`src/rtl/ieee_addsub_seq.sv`:
```
// Multi-cycle IEEE-754 single-precision adder/subtractor (denormals flushed to zero,
// round to nearest even). One FSM state per clock: IDLE-UNPACK-ALIGN-ADD-NORM-ROUND-DONE.
module ieee_addsub_seq (
    input  logic        clk,
    input  logic        rst_n,
    input  logic        in_valid,
    output logic        in_ready,
    input  logic [31:0] number1,
    input  logic [31:0] number2,
    input  logic        op,
    output logic        out_valid,
    input  logic        out_ready,
    output logic [31:0] result
);

    typedef enum logic [2:0] {
        IDLE   = 3'd0,
        UNPACK = 3'd1,
        ALIGN  = 3'd2,
        ADD    = 3'd3,
        NORM   = 3'd4,
        ROUND  = 3'd5,
        DONE   = 3'd6
    } state_t;

    state_t             r_state, w_next;
    logic [31:0]        r_a, r_b;
    logic               r_op;
    logic               r_sa, r_sb;
    logic [7:0]         r_ea, r_eb;
    logic [23:0]        r_ma, r_mb;
    logic               r_special;
    logic [31:0]        r_spec_res;
    logic               r_sign, r_sub;
    logic signed [9:0]  r_exp;
    logic [26:0]        r_mx, r_my;
    logic [27:0]        r_sum;
    logic [26:0]        r_mn;
    logic               r_zero;
    logic [31:0]        r_result;
    logic               r_in_ready, r_out_valid;

    logic [7:0]         w_ea, w_eb;
    logic               w_sb_eff, w_nan_a, w_nan_b, w_inf_a, w_inf_b;
    logic [23:0]        w_ma, w_mb;
    logic               w_special;
    logic [31:0]        w_spec_res;
    logic               w_a_big, w_s_big;
    logic [7:0]         w_e_big, w_e_small, w_diff;
    logic [23:0]        w_m_big, w_m_small;
    logic [53:0]        w_wide;
    logic [26:0]        w_my;
    logic [27:0]        w_sum;
    logic [4:0]         w_lz;
    logic [26:0]        w_shl, w_mn;
    logic signed [9:0]  w_en, w_er;
    logic               w_nzero, w_up;
    logic [24:0]        w_rm;
    logic [22:0]        w_frac;
    logic [31:0]        w_res;

    function automatic logic [4:0] lzc27(input logic [26:0] v);
        logic [4:0] n;
        n = 5'd27;
        for (int i = 0; i < 27; i++) begin
            n = v[i] ? 5'(26 - i) : n;
        end
        return n;
    endfunction

    assign in_ready  = r_in_ready;
    assign out_valid = r_out_valid;
    assign result    = r_result;

    // FSM state register
    always_ff @(posedge clk or negedge rst_n) begin
        if (!rst_n) begin
            r_state <= IDLE;
        end else begin
            r_state <= w_next;
        end
    end

    // FSM next-state logic
    always_comb begin
        w_next = r_state;
        case (r_state)
            IDLE: begin
                if (in_valid && r_in_ready) w_next = UNPACK;
                else                        w_next = IDLE;
            end
            UNPACK: w_next = ALIGN;
            ALIGN:  w_next = ADD;
            ADD:    w_next = NORM;
            NORM:   w_next = ROUND;
            ROUND:  w_next = DONE;
            DONE: begin
                if (out_ready) w_next = IDLE;
                else           w_next = DONE;
            end
            default: w_next = IDLE;
        endcase
    end

    // Unpack: field split, denormal flush, effective sign of B and special-value resolution
    always_comb begin
        w_ea     = r_a[30:23];
        w_eb     = r_b[30:23];
        w_sb_eff = r_b[31] ^ r_op;
        w_nan_a  = (w_ea == 8'hFF) && (r_a[22:0] != 23'd0);
        w_nan_b  = (w_eb == 8'hFF) && (r_b[22:0] != 23'd0);
        w_inf_a  = (w_ea == 8'hFF) && (r_a[22:0] == 23'd0);
        w_inf_b  = (w_eb == 8'hFF) && (r_b[22:0] == 23'd0);
        w_ma     = (w_ea == 8'd0) ? 24'd0 : {1'b1, r_a[22:0]};
        w_mb     = (w_eb == 8'd0) ? 24'd0 : {1'b1, r_b[22:0]};
        w_special  = 1'b1;
        w_spec_res = 32'h7FC0_0000;
        if (w_nan_a || w_nan_b) begin
            w_spec_res = 32'h7FC0_0000;
        end else if (w_inf_a && w_inf_b) begin
            if (r_a[31] != w_sb_eff) w_spec_res = 32'h7FC0_0000;
            else                     w_spec_res = {r_a[31], 8'hFF, 23'd0};
        end else if (w_inf_a) begin
            w_spec_res = {r_a[31], 8'hFF, 23'd0};
        end else if (w_inf_b) begin
            w_spec_res = {w_sb_eff, 8'hFF, 23'd0};
        end else begin
            w_special  = 1'b0;
            w_spec_res = 32'd0;
        end
    end

    // Align: larger magnitude first; smaller shifted right with G/R/S kept
    always_comb begin
        w_a_big = {r_ea, r_ma} >= {r_eb, r_mb};
        if (w_a_big) begin
            w_e_big = r_ea; w_m_big = r_ma; w_s_big = r_sa;
            w_e_small = r_eb; w_m_small = r_mb;
        end else begin
            w_e_big = r_eb; w_m_big = r_mb; w_s_big = r_sb;
            w_e_small = r_ea; w_m_small = r_ma;
        end
        w_diff = w_e_big - w_e_small;
        w_wide = {w_m_small, 30'd0} >> w_diff;
        if (w_diff > 8'd25) begin
            w_my = {26'd0, |w_m_small};
        end else begin
            w_my = w_wide[53:27] | {26'd0, |w_wide[26:0]};
        end
    end

    assign w_sum = r_sub ? ({1'b0, r_mx} - {1'b0, r_my}) : ({1'b0, r_mx} + {1'b0, r_my});

    // Normalize: carry shifts right once, otherwise single-cycle left shift by leading zeros
    always_comb begin
        w_lz  = lzc27(r_sum[26:0]);
        w_shl = r_sum[26:0] << w_lz;
        if (r_sum[27]) begin
            w_mn = {r_sum[27:2], |r_sum[1:0]};
            w_en = r_exp + 10'sd1;
        end else begin
            w_mn = w_shl;
            w_en = r_exp - $signed({5'd0, w_lz});
        end
        w_nzero = (r_sum == 28'd0) || (w_en <= 10'sd0);
    end

    // Round to nearest even and pack, with overflow to infinity
    always_comb begin
        w_up = r_mn[2] & (r_mn[1] | r_mn[0] | r_mn[3]);
        w_rm = {1'b0, r_mn[26:3]} + {24'd0, w_up};
        if (w_rm[24]) begin
            w_er   = r_exp + 10'sd1;
            w_frac = w_rm[23:1];
        end else begin
            w_er   = r_exp;
            w_frac = w_rm[22:0];
        end
        if (r_special) begin
            w_res = r_spec_res;
        end else if (r_zero) begin
            w_res = {r_sign, 31'd0};
        end else if (w_er >= 10'sd255) begin
            w_res = {r_sign, 8'hFF, 23'd0};
        end else begin
            w_res = {r_sign, w_er[7:0], w_frac};
        end
    end

    // Handshake outputs, registered from the next state
    always_ff @(posedge clk or negedge rst_n) begin
        if (!rst_n) begin
            r_in_ready  <= 1'b1;
            r_out_valid <= 1'b0;
        end else begin
            r_in_ready  <= (w_next == IDLE);
            r_out_valid <= (w_next == DONE);
        end
    end

    // Datapath pipeline registers, each written only in its own state
    always_ff @(posedge clk or negedge rst_n) begin
        if (!rst_n) begin
            r_a <= 32'd0; r_b <= 32'd0; r_op <= 1'b0;
            r_sa <= 1'b0; r_sb <= 1'b0; r_ea <= 8'd0; r_eb <= 8'd0;
            r_ma <= 24'd0; r_mb <= 24'd0;
            r_special <= 1'b0; r_spec_res <= 32'd0;
            r_sign <= 1'b0; r_sub <= 1'b0; r_exp <= 10'sd0;
            r_mx <= 27'd0; r_my <= 27'd0; r_sum <= 28'd0;
            r_mn <= 27'd0; r_zero <= 1'b0; r_result <= 32'd0;
        end else begin
            case (r_state)
                IDLE: begin
                    if (in_valid && r_in_ready) begin
                        r_a  <= number1;
                        r_b  <= number2;
                        r_op <= op;
                    end
                end
                UNPACK: begin
                    r_sa <= r_a[31];  r_sb <= w_sb_eff;
                    r_ea <= w_ea;     r_eb <= w_eb;
                    r_ma <= w_ma;     r_mb <= w_mb;
                    r_special  <= w_special;
                    r_spec_res <= w_spec_res;
                end
                ALIGN: begin
                    r_mx   <= {w_m_big, 3'b000};
                    r_my   <= w_my;
                    r_exp  <= $signed({2'b00, w_e_big});
                    r_sign <= w_s_big;
                    r_sub  <= r_sa ^ r_sb;
                end
                ADD: begin
                    r_sum <= w_sum;
                    // exact cancellation always yields +0
                    if (r_sub && (w_sum == 28'd0)) r_sign <= 1'b0;
                end
                NORM: begin
                    r_mn   <= w_mn;
                    r_exp  <= w_en;
                    r_zero <= w_nzero;
                end
                ROUND: r_result <= w_res;
                DONE: ;
                default: ;
            endcase
        end
    end

endmodule

```
`config.mk`:
```
export PLATFORM = sky130hd
export DESIGN_NAME = ieee_addsub_seq
export DESIGN_NICKNAME = d
export VERILOG_FILES = /design/src/rtl/ieee_addsub_seq.sv
export SDC_FILE = /design/constraint.sdc
export NUM_CORES = 1
export LEC_CHECK = 0
export ABC_AREA = 1
export CAP_MARGIN = 20
export CELL_PAD_IN_SITES_DETAIL_PLACEMENT = 0
export CELL_PAD_IN_SITES_GLOBAL_PLACEMENT = 1
export CORE_ASPECT_RATIO = 2
export CORE_UTILIZATION = 30
export DETAILED_ROUTE_END_ITERATION = 16
export MAX_ROUTING_LAYER = met4
export PLACE_DENSITY_LB_ADDON = 0.1
export SLEW_MARGIN = 5
export SYNTH_ARGS = -nofsm -noshare
export SYNTH_HDL_FRONTEND = slang
export SYNTH_SLANG_ARGS = --single-unit
export TNS_END_PERCENT = 10
```
`constraint.sdc`:
```
create_clock -name clk -period 4.8 [get_ports clk]
set_input_delay 0.96 -clock clk [delete_from_list [all_inputs] [get_ports clk]]
set_output_delay 0.96 -clock clk [all_outputs]
set_load 0.005 [all_outputs]
```
**Yosys cells after proc, flatten, opt, wreduce, memory -nomap -nowiden**

Index checks and enable logic that the tools add are counted.

- Bits in registers: 320
- Bits of input ports: 69
- Logic and storage cells: 136

- Add/sub/neg operators: 6
- $lt $le $gt $ge: 4
- Eq/ne operators: 11
- Shifts and indexed selects: 2
- Mux-type cells: 58
- Bitwise operators: 6
- Reductions and logical operators: 26

Operators by type and width:

| operator | count |
|---|---|
| two-way mux 32 bit | 6 |
| two-way mux 24 bit | 4 |
| two-way mux 5 bit | 16 |
| two-way mux 31 bit | 2 |
| logical NOT 28 bit | 2 |
| two-way mux 27 bit | 2 |
| right shift 54 x 8 -> 54 bit | 1 |
| logical NOT 23 bit | 2 |
| nonzero test 23 bit | 2 |
| >= comparator 32 bit | 1 |
| two-way mux 4 bit | 8 |
| adder 27 x 27 -> 28 bit | 1 |
| two-way mux 28 bit | 1 |
| subtractor 27 x 27 -> 28 bit | 1 |
| bitwise OR 27 x 1 -> 27 bit | 1 |
| OR reduction 27 bit | 1 |
| left shift 27 x 5 -> 27 bit | 1 |
| adder 24 x 1 -> 25 bit | 1 |
| OR reduction 24 bit | 1 |
| two-way mux 23 bit | 1 |
| case mux 3 bit (7 select lines) | 1 |
| two-way mux 10 bit | 2 |
| case mux 10 bit (2 select lines) | 1 |
| equality test 8 bit, second input constant | 2 |
| other kinds (26) | 52 |

**Logic depth before layout (Yosys ltp)**

- Depth after elaboration: 31
- Depth in mapped cells: 40
- Mapped depth without buffers: 38

**Worst setup path before layout**

OpenSTA, ideal clock, no wires.

- Path type: flip-flop to flip-flop
- From: reg r_sum[2]
- To: reg r_zero
- Setup time: 0.087 ns
- Data arrival time: 3.931 ns
- Path slack: 0.782 ns
- Stages on the path, launching flop included: 40
- Cell sequence: dfrtp_1 -> inv_1 -> o21ai_0 -> a21oi_1 -> o21bai_1 -> nand2_1 -> nand2_1 -> nand2_1 -> nand2_1 -> nand2_1 -> nand2_1 -> nand2_1 -> nand2_1 -> nand2_1 -> nand2_1 -> nand2_1 -> nand2_1 -> nand2_1 -> (+4 left out) -> nand3_1 -> nand2_1 -> clkbuf_1 -> clkbuf_1 -> ha_1 -> inv_1 -> fa_1 -> inv_1 -> o31ai_1 -> and2_1 -> nor3_1 -> xor2_1 -> nand2_1 -> o21ai_0 -> nand3b_1 -> nor2_1 -> nand3_1 -> a22oi_1

- Longest elaborated chain between the ends: 29
- Elaborated cells on any way between the ends: 30
- Classes of those cells: add/sub: 1; order compare: 1; mux: 26; reduce/logical: 2

RTL lines:

| element | RTL line | source |
|---|---|---|
| start, declared | 37 | `logic [27:0] r_sum;` |
| start signal, assigned | 235 | `r_sum <= w_sum;` |
| two-way mux 2 bit | 66 | `n = v[i] ? 5'(26 - i) : n;` |
| two-way mux 4 bit (8 in a row) | 66 |  |
| two-way mux 5 bit (16 in a row) | 66 |  |
| subtractor 10 x 6 -> 10 bit | 163 | `w_en = r_exp - $signed({5'd0, w_lz});` |
| two-way mux 10 bit | 158 | `if (r_sum[27]) begin` |
| less-or-equal comparator 10 x 1 -> 1 bit | 165 | `w_nzero = (r_sum == 28'd0) \|\| (w_en <= 10'sd0);` |
| logical OR 1 bit * | 165 |  |
| end signal, assigned | 242 | `r_zero <= w_nzero;` |
| end, declared | 39 | `logic r_zero;` |

Every way passes the cells marked *; elsewhere a longest branch is shown, timed or not.
A chain may end at the register's enable or synchronous reset.

**Worst setup path after layout**

- From: reg r_eb[3]
- To: reg r_my[22]

- Longest elaborated chain between the ends: 6
- Elaborated cells on any way between the ends: 9
- Classes of those cells: add/sub: 1; order compare: 2; shift: 1; mux: 4; bitwise: 1

RTL lines:

| element | RTL line | source |
|---|---|---|
| start, declared | 30 | `logic [7:0] r_ea, r_eb;` |
| start signal, assigned | 222 | `r_ea <= w_ea; r_eb <= w_eb;` |
| >= comparator 32 bit | 135 | `w_a_big = {r_ea, r_ma} >= {r_eb, r_mb};` |
| two-way mux 8 bit | 136 | `if (w_a_big) begin` |
| subtractor 8 bit | 143 | `w_diff = w_e_big - w_e_small;` |
| right shift 54 x 8 -> 54 bit | 144 | `w_wide = {w_m_small, 30'd0} >> w_diff;` |
| bitwise OR 27 x 1 -> 27 bit | 148 | `w_my = w_wide[53:27] \| {26'd0, \|w_wide[26:0]};` |
| two-way mux 27 bit * | 145 | `if (w_diff > 8'd25) begin` |
| end signal, assigned | 229 | `r_my <= w_my;` |
| end, declared | 36 | `logic [26:0] r_mx, r_my;` |

Marks and branches as above.

==> metrics.txt <==
status=completed; crit path from=r_eb[3]$_DFFE_PN0P_; commonest non-fill, non-tap cell in the layout=nand2_1; DP Wirelength=68300 um; #FFs+latches synth=290; critical path class=reg -> reg; H-Tree Depth=1; Multi-input gate area=between 10000 and 15000 um2; initial antenna violation count=0; Post-synth EDFFs=0; Hold Crit Class=in -> async; clock network latency to the later pin of the worst-skew pair=0.64 ns; crit-path most repeated cell=nand2_1; Slew @ Worst Pin=1.05 ns; number of vias per cell=5.10; most frequent cells in the layout=657 x nand2_1, 361 x inv_1, 289 x dfrtp_1; Seq. cell area=7260 um2; Synth Instances=2873; worst-path fanout max=9; Core ar.=66600 um2; headroom to the max-slew limit=29.4%; Clock Path Buffers=3; CP max stage cell=ha_1; setup_tns=0 ns; initial DRC count=908; Critical R2R Launch=r_eb[3]$_DFFE_PN0P_; synth unique cells=65; count of input and output buffers=102; Worst setup SP type=flop; Clock Sinks=290; CTS tree=built; via count=19719; pins over their slew limit=0; Layout Nets=3121; n_diodes=0; share of cells above drive strength 1=6.87%; async set-reset flop share out of synthesis=100%; Chip Width=185 um; register area share after synthesis=36.1%; post-route ant nets=0; final hold violation count=0; global-route wire length before repair=124000 um; post-synthesis net count=~3000; Worst-path clk slew=roughly 0.080 ns; CP endpoint kind=flop; final worst path period share=about 95%; setup violators final=0; Critical Path Max Stage Delay=0.39 ns; DRC errors left=0; RD Place Congestion=1.02; Root Buffer Master=clkbuf_16; Main synth FF type=dfrtp_1; Tmin final=approximately 4.5 ns; final WL=85500 um; ordered list of cells on the worst path=inv_1, ha_1, a21oi_1, o21ai_1, nand2_1, nand2_1, nor2_2, nand2_4, nand2_1, nand3_1, ha_1, a21o_1, a21oi_1, o221ai_1, xnor2_1, buf_4, and3_1, and2_1, nand2_1, buf_4, o22ai_1; Avg Inst Size Synth=7.01 um2; per-cell routed wire length=22.1 um; pin count of the biggest net entering global routing=108; full die area=68200 um2; std cell rows=134; Synth warnings=0; CTS Buf Count=31; Max Freq=220 MHz; Die Y=368 um; Critical Path AT=5.06 ns; FILL cells=7337; 1st-pass router iterations=8; GRT overflow=0; Worst EP required=between 5 and 6 ns; vias in the first global route=~20000; area delta synth->final=17.6%; Starting Density=30.2%; Syn Std Cell Area=20100 um2; clock skew=between 0.02 and 0.03 ns; All-Layer GR Usage=about a quarter; Max-Cap Viols=0; Reg2Reg Setup Slack=0.26 ns; I/O pin count=103; hold buffers post-CTS=0
==> cell families after synthesis <==
| logic type | count (synthesis) | share of synthesized area, % |
|---|---|---|
| buffers and inverters | 516 | 9.87 |
| AO/OA/AOI/OAI | 628 | 17.9 |
| flip-flops | 290 | 36.1 |
| AND/OR/NAND/NOR | 1279 | 27.3 |
| XOR/XNOR | 58 | 2.56 |
| adder cells (fa/ha/maj) | 94 | 5.92 |
| multiplexers | 8 | 0.416 |
==> path summary, 6_finish.rpt <==
check                                        end  cells past startpoint
hold reg to reg            result[0]$_DFFE_PN0P_                      2
min in group clk           result[0]$_DFFE_PN0P_                      2
setup / recovery            r_my[22]$_DFFE_PN0P_                     21
max in group asynchronous    r_a[10]$_DFFE_PN0P_                      2
setup reg to reg            r_my[22]$_DFFE_PN0P_                     21
hold / removal              r_exp[6]$_DFFE_PN0P_                      1
==> what timing repair did <==
item                                   4_1_cts  5_1_grt
cloned                                       0        4
buffers inserted                             0        6
gates resized for setup                      2       29
pin swaps                                    0        6
setup endpoints to repair                    1        9
endpoints found under the hold margin        0        0
==> synthesized netlist by cell type (8+ instances only) <==
master / n / area, um2
buf_2: 10 / 50.1
xor2_1: 53 / 464
clkbuf_1: 108 / 405
or2_2: 13 / 81.3
ha_1: 92 / 1150
o31ai_1: 19 / 143
o21ai_1: 8 / 40.0
dfrtp_1: 289 / 7230
nand3_1: 238 / 1190
o21a_1: 25 / 188
o221ai_1: 9 / 78.8
a2bb2oi_1: 9 / 78.8
a22oi_1: 13 / 97.6
nor2_1: 228 / 856
nor3_1: 24 / 120
buf_1: 17 / 63.8
inv_2: 8 / 30.0
nand4_1: 61 / 382
nor4_1: 24 / 150
a31oi_1: 9 / 56.3
nand2_1: 664 / 2490
o211ai_1: 21 / 158
inv_1: 361 / 1360
o22ai_1: 60 / 375
o21ai_0: 242 / 1210
a21oi_1: 182 / 911
==> per-layer routing <==
| metal | GRT usage (%) | share of wire [%] |
|---|---|---|
| met4 | 19.6 | 9.4 |
| met2 | 52.0 | 58 |
| met1 | 19.7 | 29 |
| met3 | 2.72 | 2.9 |
| met5 | - | 0 |
==> layout make-up <==
type / count / share of cell area, %
well taps: 884 / 4.67
repair buffers: 189 / 7.45
flip-flops and latches: 290 / 30.6
clock inverters: 16 / 0.898
multi-input cells: 2071 / 46.8
clock buffers: 41 / 3.60
inverters: 375 / 5.94
==> sequential cells by signal, indices dropped and copies added (netlist names), 10 cells and up <==
signal,cells
r_b,32
r_mb,24
r_mx,24
result,32
r_exp,10
r_sum,28
r_a,32
r_my,27
r_mn,27
r_ma,24
==> per-stage QoR <==
step | setup WS, ns | util, % | hold slack [ns] | cell area (um2) | instances
2_1_floorplan | 0.782 | - | 0.452 | 20100 | 2873
3_3_place_gp | -0.112 | 33.6 | 0.468 | 22400 | 3798
3_5_place_dp | -0.0667 | 33.6 | 0.470 | 22400 | 3798
4_1_cts | 0.0714 | 35.2 | 0.347 | 23500 | 3855
5_1_grt | -0.0243 | 35.6 | 0.388 | 23700 | 3866
6_report | 0.257 | 35.6 | 0.344 | 23700 | 3866
==> worst max-delay path: cells and delay by family (launching register included) <==
kind            cells  cell delay [ns]
buf+inv             3             0.53
fa+ha+maj           2             0.58
xor+xnor            1             0.29
compound gates      6             1.17
simple gates        9             1.44
flops               1             0.38
Power is left out: the tool's default activity adds up to more than one toggle a clock period on the data nets, which glitch-free logic cannot reach.
